==> src/rtl/alu_op_issuer.sv <==
// ----------------------------------------------------------------------------
// alu_op_issuer: valid/ready front-end that drives a 4-bit ALU, waits a settle
// time, samples result/flags and returns them over a response handshake.
// Revision: 1.0
// ----------------------------------------------------------------------------
`default_nettype none

module alu_op_issuer #(
  parameter int SETTLE_CYCLES = 1
) (
  input  logic       clk,
  input  logic       rst_n,
  input  logic       req_valid,
  output logic       req_ready,
  input  logic [3:0] req_a,
  input  logic [3:0] req_b,
  input  logic [2:0] req_op,
  output logic [3:0] alu_a,
  output logic [3:0] alu_b,
  output logic [2:0] alu_opcode,
  input  logic [3:0] alu_result,
  input  logic       alu_carry_out,
  input  logic       alu_zero,
  output logic       rsp_valid,
  input  logic       rsp_ready,
  output logic [3:0] rsp_result,
  output logic       rsp_carry,
  output logic       rsp_zero,
  output logic [2:0] rsp_op,
  output logic       rsp_err,
  output logic [7:0] op_count
);

  typedef enum logic [1:0] {
    IDLE  = 2'd0,
    DRIVE = 2'd1,
    RESP  = 2'd2
  } state_t;

  state_t     state;
  state_t     state_nxt;
  logic [3:0] settle_cnt;
  logic       op_valid;
  logic       accept;
  logic       sample;
  logic       consume;

  assign op_valid = (req_op <= 3'd4);

  always_ff @(posedge clk) begin
    if (!rst_n) begin
      state <= IDLE;
    end else begin
      state <= state_nxt;
    end
  end

  always_comb begin
    state_nxt = state;
    req_ready = 1'b0;
    rsp_valid = 1'b0;
    accept    = 1'b0;
    sample    = 1'b0;
    consume   = 1'b0;
    case (state)
      IDLE: begin
        req_ready = 1'b1;
        if (req_valid) begin
          accept    = 1'b1;
          // invalid opcodes never touch the ALU and answer immediately
          state_nxt = op_valid ? DRIVE : RESP;
        end
      end
      DRIVE: begin
        if (settle_cnt == 4'd1) begin
          sample    = 1'b1;
          state_nxt = RESP;
        end
      end
      RESP: begin
        rsp_valid = 1'b1;
        if (rsp_ready) begin
          consume   = 1'b1;
          state_nxt = IDLE;
        end
      end
      default: state_nxt = IDLE;
    endcase
  end

  always_ff @(posedge clk) begin
    if (!rst_n) begin
      alu_a      <= 4'd0;
      alu_b      <= 4'd0;
      alu_opcode <= 3'd0;
      settle_cnt <= 4'd0;
      rsp_result <= 4'd0;
      rsp_carry  <= 1'b0;
      rsp_zero   <= 1'b0;
      rsp_op     <= 3'd0;
      rsp_err    <= 1'b0;
      op_count   <= 8'd0;
    end else begin
      if (accept && op_valid) begin
        alu_a      <= req_a;
        alu_b      <= req_b;
        alu_opcode <= req_op;
        settle_cnt <= 4'(SETTLE_CYCLES);
      end else if (state == DRIVE) begin
        settle_cnt <= settle_cnt - 4'd1;
      end

      if (accept && !op_valid) begin
        rsp_result <= 4'd0;
        rsp_carry  <= 1'b0;
        rsp_zero   <= 1'b0;
        rsp_op     <= req_op;
        rsp_err    <= 1'b1;
      end else if (sample) begin
        rsp_result <= alu_result;
        rsp_carry  <= alu_carry_out;
        rsp_zero   <= alu_zero;
        rsp_op     <= alu_opcode;
        rsp_err    <= 1'b0;
      end

      if (consume) begin
        op_count <= op_count + 8'd1;
      end
    end
  end

endmodule

`default_nettype wire

==> config.mk <==
export PLATFORM = sky130hd
export DESIGN_NAME = alu_op_issuer
export DESIGN_NICKNAME = d
export VERILOG_FILES = /design/src/rtl/alu_op_issuer.sv
export SDC_FILE = /design/constraint.sdc
export NUM_CORES = 1
export LEC_CHECK = 0
export ABC_AREA = 1
export BUFFER_PORTS_ARGS = -buffer_cell sky130_fd_sc_hd__buf_2
export CORE_AREA = 2 2 62 64
export CTS_CLUSTER_SIZE = 40
export DETAILED_ROUTE_END_ITERATION = 6
export DIE_AREA = 0 0 64 66
export PLACE_DENSITY = 0.83
export SETUP_SLACK_MARGIN = 0.4
export SYNTH_ARGS = -nofsm -noshare
export SYNTH_HDL_FRONTEND = slang
export SYNTH_SLANG_ARGS = --single-unit
==> constraint.sdc <==
create_clock -name clk -period 1.4 [get_ports clk]
set_input_delay 0.07 -clock clk [delete_from_list [all_inputs] [get_ports clk]]
set_output_delay 0.07 -clock clk [all_outputs]
set_load 0.02 [all_outputs]
==> tab_implementation.tex <==
\begin{tabular}{lr}
\hline
Metric & Value \\
\hline
\multicolumn{2}{l}{\textbf{Status}} \\
Status & finished with violations \\
Violated checks & negative hold slack \\
\multicolumn{2}{l}{\textbf{STA}} \\
Final critical delay including setup and external delays & 1.19 ns \\
Highest clock frequency the design can meet & 838 MHz \\
Final Hold Slack & -0.00344 ns \\
Relative slew margins & 0.669 \\
Total Neg Setup Slack & 0 ns \\
Worst Setup Slack, final & 0.206 ns \\
Max-slew violations & 0 \\
Unrepaired setup endpoints after global routing & true \\
Pin slew with the least headroom to its limit & 0.496 ns \\
Final setup fails & 0 \\
Final worst path period share & 0.853 \\
Clock skew & 0.00580 ns \\
Final Hold Viols & 2 \\
\multicolumn{2}{l}{\textbf{Routing}} \\
Wire length on met2 & 2.21 mm \\
Routed wire length & 4.33 mm \\
Average routed wire per standard cell & 13.2 um \\
Antenna Nets Post-Route & 0 \\
Violation count after the first detailed-routing iteration & 62 \\
Vias per cell & 4.86 \\
Via count & 1,598 \\
First-pass iteration count of the detailed router & 4 \\
Metal1 wirelength & 1.73 mm \\
Met3 routed wirelength & 213 um \\
Highest signal layer in the routed design & met4 \\
Post-route DRC violation count & 0 \\
\multicolumn{2}{l}{\textbf{CTS}} \\
Clock Root Buffer & clkbuf\_4 \\
Buffers from clock root to sink, at most & 2 \\
Clk slew on worst S/H paths & 0.10 ns \\
Number of buffers inserted during clock tree synthesis & 5 \\
Clock latency at the later pin of the worst-skew pair & 0.35 ns \\
Clock tree sinks & 35 \\
CTS tree & yes \\
Number of H-tree branching levels & 2 \\
\multicolumn{2}{l}{\textbf{Yosys}} \\
FF+latch count, synth & 35 \\
Cells after Synth & 199 \\
Syn avg cell area & 7.53 um\^{}2 \\
Net Count, Synth & 223 \\
Sequential cell area fraction in the yosys report & 0.468 \\
Synth top area cells & dfxtp\_1 (47\%), nor2\_1 (9.0\%), nand2\_1 (8.5\%) \\
Library cell with the largest summed area after synthesis & dfxtp\_1 \\
Post-synth cell types & 23 \\
Number of synthesis warnings & 0 \\
Top cell type's share of synthesized area & 0.468 \\
Post-Synthesis Cell Area & 1500 um\^{}2 \\
\multicolumn{2}{l}{\textbf{Worst setup path}} \\
Worst endpoint data arrival time & 1.48 ns \\
Logic depth of the worst register-to-register path & 6 \\
Data required time at the worst endpoint & 1.69 ns \\
Largest fanout on the critical path & 7 \\
Launching element type of the critical path & register \\
Critical Path End Type & register \\
Critical path class & reg -> reg \\
\multicolumn{2}{l}{\textbf{Placed design}} \\
Post-DP Area & 1880 um\^{}2 \\
Half-perimeter wire length after detailed placement & 2.36 mm \\
Final weighted congestion in routability-driven placement & 0.778 \\
Count of buffers from port buffering & 51 \\
Post-placement setup slack & 0.148 ns \\
\multicolumn{2}{l}{\textbf{Finish}} \\
Commonest non-fill, non-tap cells in the layout & buf\_2 (45), nor2\_1 (33), dfxtp\_1 (25) \\
Filler Cells Inserted & 272 \\
Number of antenna cells inserted & 0 \\
Signed area change from the synthesized netlist to the final layout & 60.2\% \\
Final Instance Area & 2400 um\^{}2 \\
Final nets & 304 \\
Share of cells above drive strength 1 & 0.452 \\
Most frequent standard cell in the layout excluding fill and tap cells & buf\_2 \\
\multicolumn{2}{l}{\textbf{GRT}} \\
Leftover overflow at the end of global routing & 0 \\
Via count of the first global-routing pass & 1,506 \\
Global-route wire length before repair & 6.53 mm \\
Initial antenna violation count & 0 \\
Largest net degree at the start of global routing & 23 \\
Total Routing Usage GR & 0.202 \\
\multicolumn{2}{l}{\textbf{Floorplanning}} \\
Die height & 66 um \\
Core outline area & 3550 um\^{}2 \\
Number of primary I/O pins & 52 \\
Chip width & 64 um \\
Total number of placement rows & 22 \\
Initial core utilization & 0.422 \\
Area of the die & 4220 um\^{}2 \\
\multicolumn{2}{l}{\textbf{Pwr}} \\
Power density over the cells & 956 nW/um\^{}2 \\
Leakage power total & 1.09 nW \\
Worst supply voltage drop on vdd & 0.528 mV \\
\multicolumn{2}{l}{\textbf{Hold path}} \\
Min-Delay Path Class & in -> reg \\
Hold Crit Depth & 3 \\
\multicolumn{2}{l}{\textbf{Job}} \\
Number of maximum-capacitance constraint violations & 0 \\
\hline
\end{tabular}
-- logic make-up after synthesis --
logic type	after synthesis	share of synthesized area
compound gates	32	0.109
simple gates	99	0.293
xor+xnor	4	0.0234
flops	35	0.468
buf+inv	26	0.0819
fa+ha+maj	3	0.0251
-- layer usage --
layer / vias up / global-route usage
li1: 812 / -
met1: 723 / 0.239
met2: 47 / 0.333
met3: 16 / 0.0460
met4: 0 / 0.122
met5: - / 0
-- state kept, by name, indices dropped and copies added (netlist names), 2 cells and up --
signal	flops
alu_opcode	3
state	2
alu_a	4
alu_b	4
settle_cnt	4
rsp_result	4
op_count	8
rsp_op	3
-- final timing paths --
check / startpoint / to / slack (ns)
worst max-delay path: state[1] / alu_opcode[0] / 0.21
worst min register to register: rsp_result[0] / rsp_result[0] / 0.47
worst min-delay path: req_op[1] / alu_opcode[1] / -0.003
worst max register to register: state[1] / alu_opcode[0] / 0.21
-- synth_stat cells --
library cell and count:
nor3_1 3, dfxtp_1 35, buf_4 2, o21ai_1 4
ha_1 3, nand2_2 1, nand2_1 34, buf_2 2
nor2_2 5, nand3_2 2, nand4_1 6, buf_6 2
nor2_1 36, o21ai_0 10, inv_2 3, a21oi_1 16
inv_1 16, nand3b_1 2, a31oi_1 2, xor2_1 4
clkbuf_1 1, or2_0 1, nand3_1 9
-- area by class of cell --
type | count | area [um^2] | share of cell area
multi-input cells | 139 | 888 | 0.370
inverters | 19 | 81.3 | 0.0339
clock inverters | 1 | 3.75 | 0.00156
flip-flops and latches | 35 | 733 | 0.306
well taps | 48 | 60.1 | 0.0250
clock buffers | 7 | 55.1 | 0.0229
repair buffers | 80 | 578 | 0.241
-- critical path: stages (launching register included) --
cell and delay (ns):
dfxtp_4 0.39, nor2_4 0.12, nand2_2 0.08, nor2_4 0.19, buf_6 0.16, o21ai_1 0.06, a21oi_1 0.13
-- power by group --
part	switching [mW]	internal (mW)
Sequential	0.0577	1.05
Clock	0.336	0.240
Combinational	0.342	0.267
-- metrics by stage --
| step | instances | power [mW] | utilization |
|---|---|---|---|
| 5_1_grt | 329 | 2.40 | 0.676 |
| 3_5_place_dp | 293 | 1.54 | 0.530 |
| 6_report | 329 | 2.29 | 0.676 |
| 4_1_cts | 320 | 2.22 | 0.632 |
| 3_3_place_gp | 293 | 1.53 | 0.530 |
| 2_1_floorplan | 199 | 1.42 | - |
-- what timing repair did --
item / 4_1_cts / 5_1_grt
pin swaps: 26 / 19
gates cloned: 1 / 0
setup buffers: 4 / 9
resized for setup: 41 / 21
hold buffers: 14 / 0
setup endpoints to repair: 35 / 43
hold endpoints to repair: 14 / 0
Note: power is estimated with default switching activity, not from simulation.
